<file path="src/rtl/pc_ctrl_pkg.sv">
// Shared types for the next-PC sequencer: FSM states and redirect source encoding.
// Lower redir_src_t value means higher arbitration priority.
package pc_ctrl_pkg;

  typedef enum logic [1:0] {
    BOOT = 2'd0,
    RUN  = 2'd1,
    HOLD = 2'd2
  } state_t;

  typedef enum logic [1:0] {
    SRC_TRAP = 2'd0,
    SRC_EX   = 2'd1,
    SRC_ID   = 2'd2,
    SRC_NONE = 2'd3
  } redir_src_t;

  localparam int unsigned PC_W_DEF = 25;

endpackage

</file>
<file path="src/rtl/redir_prio_sel.sv">
// Combinational priority select over trap, ex, id requests and the held pending entry.
// A pending entry wins only if strictly higher priority than the best new request.
module redir_prio_sel
  import pc_ctrl_pkg::*;
#(
  parameter int unsigned PC_W = PC_W_DEF
) (
  input  logic              trap_valid,
  input  logic [PC_W-1:0]   trap_target,
  input  logic              ex_valid,
  input  logic [PC_W-1:0]   ex_target,
  input  logic              id_valid,
  input  logic [PC_W-1:0]   id_target,
  input  redir_src_t        pend_src,
  input  logic [PC_W-1:0]   pend_tgt,
  output redir_src_t        win_src,
  output logic [PC_W-1:0]   win_tgt
);

  redir_src_t      new_src;
  logic [PC_W-1:0] new_tgt;

  always_comb begin
    new_src = SRC_NONE;
    new_tgt = '0;
    if (trap_valid) begin
      new_src = SRC_TRAP;
      new_tgt = trap_target;
    end else if (ex_valid) begin
      new_src = SRC_EX;
      new_tgt = ex_target;
    end else if (id_valid) begin
      new_src = SRC_ID;
      new_tgt = id_target;
    end
  end

  always_comb begin
    win_src = new_src;
    win_tgt = new_tgt;
    // SRC_NONE is the largest code, so a valid pending entry beats "no request".
    if (pend_src != SRC_NONE && pend_src < new_src) begin
      win_src = pend_src;
      win_tgt = pend_tgt;
    end
  end

endmodule

</file>
<file path="src/rtl/pc_ctrl.sv">
// Next-PC sequencer: arbitrates redirects, holds them across stalls, gates fetch until boot.
// Optional performance counters are enabled by defining PC_CTRL_PERF_EN.
module pc_ctrl
  import pc_ctrl_pkg::*;
#(
  parameter int unsigned PC_W      = PC_W_DEF,
  parameter bit          BOOT_WAIT = 1'b1
) (
  input  logic            clk,
  input  logic            rst,
  input  logic            boot_go,
  input  logic            stall_req,
  input  logic            trap_valid,
  input  logic [PC_W-1:0] trap_target,
  input  logic            ex_valid,
  input  logic [PC_W-1:0] ex_target,
  input  logic            id_valid,
  input  logic [PC_W-1:0] id_target,
  output logic [PC_W-1:0] npc,
  output logic            npc_enn,
  output logic            n_stall,
  output logic            flush_if,
  output logic            flush_id,
  output logic            flush_ex,
`ifdef PC_CTRL_PERF_EN
  output logic [31:0]     perf_redirects,
  output logic [31:0]     perf_stall_cyc,
`endif
  output logic            pend_valid
);

  localparam state_t RstState = BOOT_WAIT ? BOOT : RUN;

  state_t          state_q;
  logic            pend_valid_q;
  redir_src_t      pend_src_q;
  logic [PC_W-1:0] pend_tgt_q;

  redir_src_t      pend_src_eff;
  redir_src_t      win_src;
  logic [PC_W-1:0] win_tgt;
  logic            active;
  logic            has_win;

  assign pend_src_eff = pend_valid_q ? pend_src_q : SRC_NONE;

  redir_prio_sel #(
    .PC_W (PC_W)
  ) u_sel (
    .trap_valid  (trap_valid),
    .trap_target (trap_target),
    .ex_valid    (ex_valid),
    .ex_target   (ex_target),
    .id_valid    (id_valid),
    .id_target   (id_target),
    .pend_src    (pend_src_eff),
    .pend_tgt    (pend_tgt_q),
    .win_src     (win_src),
    .win_tgt     (win_tgt)
  );

  assign active  = (state_q != BOOT);
  assign has_win = active && (win_src != SRC_NONE);

  always_comb begin
    npc      = '0;
    npc_enn  = 1'b0;
    n_stall  = 1'b0;
    flush_if = 1'b0;
    flush_id = 1'b0;
    flush_ex = 1'b0;
    if (active && !stall_req) begin
      n_stall = 1'b1;
      if (has_win) begin
        // The PC register presents pc_reg+1, so load target-1 (wraps at zero).
        npc      = win_tgt - {{(PC_W-1){1'b0}}, 1'b1};
        npc_enn  = 1'b1;
        flush_if = 1'b1;
        flush_id = (win_src == SRC_TRAP) || (win_src == SRC_EX);
        flush_ex = (win_src == SRC_TRAP);
      end
    end
  end

  assign pend_valid = pend_valid_q;

  always_ff @(posedge clk or negedge rst) begin
    if (!rst) begin
      state_q      <= RstState;
      pend_valid_q <= 1'b0;
      pend_src_q   <= SRC_NONE;
      pend_tgt_q   <= '0;
    end else begin
      unique case (state_q)
        BOOT: begin
          if (boot_go) state_q <= RUN;
        end
        RUN, HOLD: begin
          if (!stall_req) begin
            state_q      <= RUN;
            pend_valid_q <= 1'b0;
            pend_src_q   <= SRC_NONE;
            pend_tgt_q   <= '0;
          end else if (has_win) begin
            state_q      <= HOLD;
            pend_valid_q <= 1'b1;
            pend_src_q   <= win_src;
            pend_tgt_q   <= win_tgt;
          end
        end
        default: state_q <= RstState;
      endcase
    end
  end

`ifdef PC_CTRL_PERF_EN
  logic [31:0] perf_redirects_q;
  logic [31:0] perf_stall_cyc_q;

  always_ff @(posedge clk or negedge rst) begin
    if (!rst) begin
      perf_redirects_q <= '0;
      perf_stall_cyc_q <= '0;
    end else begin
      if (npc_enn && perf_redirects_q != 32'hFFFF_FFFF) begin
        perf_redirects_q <= perf_redirects_q + 32'd1;
      end
      if (active && stall_req && perf_stall_cyc_q != 32'hFFFF_FFFF) begin
        perf_stall_cyc_q <= perf_stall_cyc_q + 32'd1;
      end
    end
  end

  assign perf_redirects = perf_redirects_q;
  assign perf_stall_cyc = perf_stall_cyc_q;
`endif

endmodule

</file>
<file path="config.mk">
export PLATFORM = sky130hd
export DESIGN_NAME = pc_ctrl
export DESIGN_NICKNAME = d
export VERILOG_FILES = /design/src/rtl/pc_ctrl_pkg.sv /design/src/rtl/redir_prio_sel.sv /design/src/rtl/pc_ctrl.sv
export SDC_FILE = /design/constraint.sdc
export NUM_CORES = 1
export LEC_CHECK = 0
export ABC_AREA = 0
export CAP_MARGIN = 10
export CORE_ASPECT_RATIO = 1.75
export CORE_MARGIN = 2
export CORE_UTILIZATION = 40
export DETAILED_ROUTE_END_ITERATION = 10
export GPL_TIMING_DRIVEN = 0
export HOLD_SLACK_MARGIN = 0.02
export PLACE_DENSITY_LB_ADDON = 0.08
export SLEW_MARGIN = 10
export SYNTH_ARGS = -nofsm -noshare
export SYNTH_HDL_FRONTEND = slang
export SYNTH_SLANG_ARGS = --single-unit
</file>
<file path="constraint.sdc">
create_clock -name clk -period 8.27 [get_ports clk]
set_clock_uncertainty 0.15 [all_clocks]
set_input_delay 1.654 -clock clk [delete_from_list [all_inputs] [get_ports clk]]
set_output_delay 1.654 -clock clk [all_outputs]
set_load 0.02 [all_outputs]
</file>
---- Word-level counts from Yosys, hierarchy flattened ----
Index checks and enable logic that the tools add are counted.
operators by class
  add/sub/neg operators ................... 1
  $lt $le $gt $ge ......................... 1
  equal/unequal tests ..................... 8
  mux-type cells .......................... 28
  reduce and logical (&&, ||, !) cells .... 11
operators with widths
  kind                                                    count
  2-to-1 mux 25 bit                                       8
  subtractor 25 x 1 -> 25 bit (second input constant)     1
  2-to-1 mux 2 bit                                        9
  2-to-1 mux 1 bit                                        10
  inequality test 2 bit (second input constant)           3
  equality test 2 x 1 -> 1 bit (second input constant)    2
  logical NOT 2 bit                                       2
  case mux 2 bit (2 select lines)                         1
  AND reduction 2 bit                                     2
  logical AND 1 bit                                       3
  inequality test 3 bit (second input constant)           1
  equality test 2 bit (second input constant)             1
  < comparator 2 bit                                      1
  inequality test 2 x 1 -> 1 bit (second input constant)  1
  nonzero test 2 bit                                      1
  OR reduction 2 bit                                      1
  logical NOT 1 bit                                       1
  logical OR 1 bit                                        1
storage, ports and cells
  bits in registers ....................... 30
  input bits .............................. 82
  output and inout port bits .............. 31
  logic and storage cells ................. 53

---- Logic depth before layout (Yosys ltp) ----
  depth after elaboration ................. 11
  depth in mapped cells ................... 20
  gate-level depth less buffers ........... 13

---- Hierarchy ----
Synthesis repeated with hierarchy kept, for this count alone.
second synthesis, totals
  cells, all modules ...................... 364
  area, all modules ....................... 2819.0 sq um
modules (own cells, without submodules)
  module          instances  cells an instance  area an instance (sq um)  seq. area each (sq um)
  pc_ctrl         1          239                1858.0                    753.2
  redir_prio_sel  1          125                960.9                     0.0

---- Least setup slack after synthesis ----
Ideal clock, no wire load.
  kind .................................... input to output
  from .................................... in trap_valid
  to ...................................... out npc[18]
  arrival ................................. 5.561 ns
  required time ........................... 6.466 ns
  setup slack ............................. 0.905 ns
  cell stages on the path ................. 18
  buffers on the path ..................... 7
  path through ............................ buf_4 -> buf_2 -> clkbuf_1 -> or2_2 -> ha_1 -> o21ai_2 -> and3_1 -> buf_2 -> nand2_2 -> buf_4 -> buf_2 -> buf_1 -> mux2i_1 -> ha_1 -> o2111ai_2 -> nor2_2 -> a31oi_1 -> nor3b_1
on the way
  longest elaborated chain between the ends .. 8
  elaborated cells between the ends (all ways) .. 11
  those cells by class .................... 1 x add/sub; 1 x order compare; 1 x eq/ne; 6 x mux; 2 x reduce/logical
RTL lines
  element                                                                              line           RTL
  start: declaration                                                                   pc_ctrl.sv:13  input logic trap_valid,
  parallel branches: the longest is 6 deep, another holds subtractor 25 x 1 -> 25 bit  n/a
  2-to-1 mux 25 bit *                                                                  pc_ctrl.sv:74  if (has_win) begin
  2-to-1 mux 25 bit *                                                                  pc_ctrl.sv:72  if (active && !stall_req) begin
  end: declaration                                                                     pc_ctrl.sv:19  output logic [PC_W-1:0] npc,
Mark *: on every way between the ends.

---- Final worst setup path ----
  from .................................... in ex_valid
  to ...................................... out npc[24]
on the way
  longest elaborated chain between the ends .. 9
  elaborated cells between the ends (all ways) .. 13
  those cells by class .................... 1 x add/sub; 1 x order compare; 1 x eq/ne; 8 x mux; 2 x reduce/logical
RTL lines
  element                                                                              line           RTL
  start: declaration                                                                   pc_ctrl.sv:15  input logic ex_valid,
  parallel branches: the longest is 7 deep, another holds subtractor 25 x 1 -> 25 bit  n/a
  2-to-1 mux 25 bit *                                                                  pc_ctrl.sv:74
  2-to-1 mux 25 bit *                                                                  pc_ctrl.sv:72
Marks and branches as above.

==> results.md <==
- For this design the static power due to leakage is 1.99 nW.
- The weighted congestion reported at the end of routability-driven placement is 0.917.
- The worst setup path is of the in -> out kind.
- The routed length per placed instance is 20.6 um.
- The share of the synthesized area in compound gates (AO/OA/AOI/OAI) is 0.339.
- The peak ir drop on the vdd network is 0.142 mV.
- Measured on the finished design, the core utilization comes to 0.597.
- The multi-input combinational cells in the finished layout cover a total of 2340 um2.
- After the last flow step, the layout net total stands at 625.
- Counting buffers and inverters, the worst setup path is 23 cells deep.
- The power density over the cells is 243 nW/um2.
- The number of antenna violations at the first check in global routing is 0.
- Final hold analysis gives a worst-case slack of 0.323 ns.
- The pre-antenna-repair detailed-routing pass consisted of 7 iterations.
- The number of standard-cell rows in the floorplan is 43.
- The overall via count from detail_route is 3,932.
- The number of setup violations in the final report is 0.
- The level count of the clock H-tree is 2.
- Setup repair after global routing left no endpoint under its margin.
- Of all nets on the critical path, the largest fanout is 28.
- The floorplan core area is 7960 um2.
- The multiplexer share of the synthesized area is 0.0521.
- The die covers 8990 um2.
- In this run, post-CTS hold repair placed 0 buffers.
- The largest single stage delay on the critical path is 0.41 ns.
- The critical-path cell with the highest stage delay is sky130_fd_sc_hd__clkdlybuf4s50_1.
- The depth of the worst hold-timing path is 2.
- The count of antenna-violating nets left after detailed routing is 0.
- The transition time of the tightest slew-check pin is 0.801 ns.
- The design draws 1.16 mW.
- The total inserted antenna cells is 0.
- The run finished with clean final reports.
- In the synthesized netlist the dominant register cell turns out to be sky130_fd_sc_hd__dfrtp_1.
- For this run, asynchronously set or reset flops after synthesis account for 1.00.
- Fill cells in the final layout number 777.
- For this run, design rule violations remaining after detail routing come to 0.
- The relative max-transition margin is 0.466.
- The synthesized netlist contains 70 unique library cells.
- The number of max-slew violations in the final report is 0.
- The number of cells on the worst reg-to-reg path is 10.
- In this design, the largest share of critical-path delay is due to buffers and inverters.
- The path class of the lowest-slack min-delay path is reg -> reg.
- The most frequent cell on the critical path is sky130_fd_sc_hd__buf_2.
- After synthesis, the largest family of logic cells by area is compound AO/OA/AOI/OAI gates.
- Of the total synthesized cell area, the portion taken by AND, OR, NAND and NOR gates is 0.268.
- The hold violation count in the final report came to 0.
- The area growth from synthesis to layout is 44.5%.
- The via count of the first global-routing pass came to 3,949.
- In this run the count of I/O pins placed on the die edge is 113.
- Adding up every negative setup slack in the final design gives 0 ns.
- From left edge to right edge, the die measures 72.5 um.
- The wire length reported by the detailed router is 13.0 mm.
- The minimum clock period after layout is 7.99 ns.
- The clock tree buffer depth is 2.
- The synthesized-area fraction occupied by adder cells is 0.0152.
- The number of non-filler instances in the completed layout is 630.
- The worst setup path is captured at an output pin.
- Based on the critical path, the design can be clocked at up to 125 MHz.
- The y dimension of the die is 124 um.
- The number of buffer and inverter stages on the critical path is 11.
- The signal arrival time at the worst endpoint is 6.19 ns.
- In the final layout, the share of cells above drive strength 1 is 0.102.
- The detailed router finished its first iteration with 341 violations.
- The summed instance area of the synthesized netlist is 3290 um2.
- TritonCTS built the clock tree.
- When the netlist entered floorplanning its net count stood at 503.
- The first-pass GRT wire length is 20.3 mm.
- Summing all flip-flop and latch instances after layout gives 753 um2.
- The final HPWL from detailed placement is 9.69 mm.
- After clock tree synthesis, the clock-pin slew on the worst setup and hold paths is 0.05 ns.
- Walking the worst path, the cells encountered are clkdlybuf4s50_1 > buf_2 > buf_2 > buf_2 > or2_2 > ha_1 > o21ai_2 > and3_1 > buf_2 > nand2_2 > buf_6 > nand2_1 > nand2_1 > inv_1 > ha_2 > o2111ai_4 > buf_12 > nor2_4 > buf_4 > buf_4 > nand4_1 > nor3b_1 > dlygate4sd2_1.
- The post-route fraction of the period consumed by the critical path is 0.966.
- Synthesis produced 417 cells.
- The number of buffers inserted during clock tree synthesis is 5.
- The maximum number of pins on one net before global-route repair is 31.
- The count of flip-flops with a built-in enable after synthesis is 0.
- The yosys synthesis warning count is 0.
- The initial utilization of the core area, before any placement, comes to 0.413.
- STA classifies the critical path startpoint as an input pin.
- For this run, the register share of the synthesized area comes to 0.229.
- For the worst setup path, the data required time is 6.47 ns.
- CTS placed an instance of sky130_fd_sc_hd__clkbuf_16 at the clock tree root.
- The number of buffers added on ports is 111.
- The max capacitance violation total is 0.
- The total global-route track usage is 0.296.
- The mean number of vias per cell is 6.24.
- Synthesis inferred 30 register bits.
- The area share of xor/xnor cells in the synthesized design is 0.0293.
- In this run the mean area of a mapped cell was 7.89 um2.
- For this design, the sink count on the clock tree is 30.
- The final global-route overflow total is 0.
- The clock latency on the worst-skew pair is 0.28 ns.
- The placed cell count is 618.
## logic make-up after synthesis
group,count (synthesis)
flops,30
xor+xnor,11
mux,17
compound gates,152
buf+inv,47
fa+ha+maj,4
simple gates,156
## report_power, final
group	leakage (nW)	internal, mW	switching (mW)
clock	0.0832	0.136	0.0726
combinational	1.52	0.286	0.386
sequential	0.385	0.206	0.0694
## stage by stage
stage,cell area [um2],setup slack (ns)
after global placement,4510,-0.720
after detailed placement,4510,-0.726
after CTS,4750,0.0305
after floorplan,3290,0.905
final,4750,0.279
after global routing,4750,0.0197
## synthesized netlist by cell type, types with 3 or more instances
master	number	area share
sky130_fd_sc_hd__a211oi_1	3	0.0068
sky130_fd_sc_hd__a21o_1	3	0.0068
sky130_fd_sc_hd__a21oi_1	37	0.056
sky130_fd_sc_hd__a221oi_1	3	0.0080
sky130_fd_sc_hd__a22o_1	32	0.085
sky130_fd_sc_hd__a22oi_1	3	0.0068
sky130_fd_sc_hd__a2bb2oi_1	17	0.045
sky130_fd_sc_hd__a31oi_1	4	0.0076
sky130_fd_sc_hd__and2_1	4	0.0076
sky130_fd_sc_hd__and3_1	3	0.0057
sky130_fd_sc_hd__buf_1	5	0.0057
sky130_fd_sc_hd__buf_2	13	0.020
sky130_fd_sc_hd__buf_4	4	0.0091
sky130_fd_sc_hd__clkbuf_1	10	0.011
sky130_fd_sc_hd__dfrtp_1	28	0.21
sky130_fd_sc_hd__ha_1	4	0.015
sky130_fd_sc_hd__inv_1	11	0.013
sky130_fd_sc_hd__mux2i_1	16	0.049
sky130_fd_sc_hd__nand2_1	40	0.046
sky130_fd_sc_hd__nand3_1	7	0.011
sky130_fd_sc_hd__nand3b_1	19	0.043
sky130_fd_sc_hd__nand4_1	4	0.0076
sky130_fd_sc_hd__nor2_1	30	0.034
sky130_fd_sc_hd__nor3_1	9	0.014
sky130_fd_sc_hd__nor3b_1	6	0.014
sky130_fd_sc_hd__nor4_1	9	0.017
sky130_fd_sc_hd__o21ai_0	15	0.023
sky130_fd_sc_hd__o31ai_1	10	0.023
sky130_fd_sc_hd__or3_1	6	0.011
sky130_fd_sc_hd__or4_1	3	0.0068
sky130_fd_sc_hd__xnor2_1	6	0.016
sky130_fd_sc_hd__xor2_1	5	0.013
## final cells by class
class	count	area share
multi-input cells	340	0.493
inverters	12	0.00948
repair buffers	117	0.243
flip-flops and latches	30	0.159
well taps	90	0.0237
clock buffers	8	0.0350
plain buffers	33	0.0369
## layer usage
| metal | share of wire | routed length, um | vias up | track usage |
|---|---|---|---|---|
| met2 | 0.54 | 7050 | 169 | 0.553 |
| met5 | 0 | 0 | - | 0 |
| li1 | - | - | 1835 | - |
| met1 | 0.38 | 4920 | 1902 | 0.336 |
| met4 | 0.028 | 363 | 0 | 0.116 |
| met3 | 0.050 | 645 | 26 | 0.0316 |
## worst reg2reg max path, cell delays in order (launching register included)
cell and delay (ns):
sky130_fd_sc_hd__dfrtp_1 0.50, sky130_fd_sc_hd__nand2b_1 0.15, sky130_fd_sc_hd__ha_1 0.38, sky130_fd_sc_hd__o21ai_2 0.22, sky130_fd_sc_hd__a31oi_1 0.12, sky130_fd_sc_hd__o21ai_0 0.28, sky130_fd_sc_hd__nand2_1 0.25, sky130_fd_sc_hd__nor2_1 0.65
sky130_fd_sc_hd__buf_2 0.38, sky130_fd_sc_hd__a21boi_0 0.12, sky130_fd_sc_hd__o21ai_0 0.17
## placed cells by master (no fill, tap or decap), types with 13 or more instances in the layout
master,count
sky130_fd_sc_hd__a22o_1,32
sky130_fd_sc_hd__buf_2,13
sky130_fd_sc_hd__a21oi_1,37
sky130_fd_sc_hd__o21ai_0,15
sky130_fd_sc_hd__nor2_1,30
sky130_fd_sc_hd__clkdlybuf4s50_1,103
sky130_fd_sc_hd__nand3b_1,19
sky130_fd_sc_hd__a2bb2oi_1,17
sky130_fd_sc_hd__nand2_1,40
sky130_fd_sc_hd__dfrtp_1,28
sky130_fd_sc_hd__mux2i_1,16
## what timing repair did
item,CTS,global route
endpoints found under the setup margin,11,12
pin swaps,2,0
cloned,0,0
buffers inserted,6,0
resized for setup,12,3
## sequential cells by signal, indices dropped and copies added, names as in the netlist
name / cells
pend_tgt_q: 25
pend_src_q: 2
state_q: 2
pend_valid: 1
## path summary, 6_finish.rpt
path	from	endpoint	slack (ns)
min in group asynchronous	rst	pend_tgt_q[9]$_DFFE_PN0P_	1.30
max in group asynchronous	rst	pend_tgt_q[1]$_DFFE_PN0P_	6.15
max reg2reg	pend_valid$_DFFE_PN0P_	pend_tgt_q[11]$_DFFE_PN0P_	4.80
min	pend_tgt_q[24]$_DFFE_PN0P_	pend_tgt_q[24]$_DFFE_PN0P_	0.32
max	ex_valid	npc[24]	0.28
min reg2reg	pend_tgt_q[24]$_DFFE_PN0P_	pend_tgt_q[24]$_DFFE_PN0P_	0.32
Power figures use the tool's default switching activity.
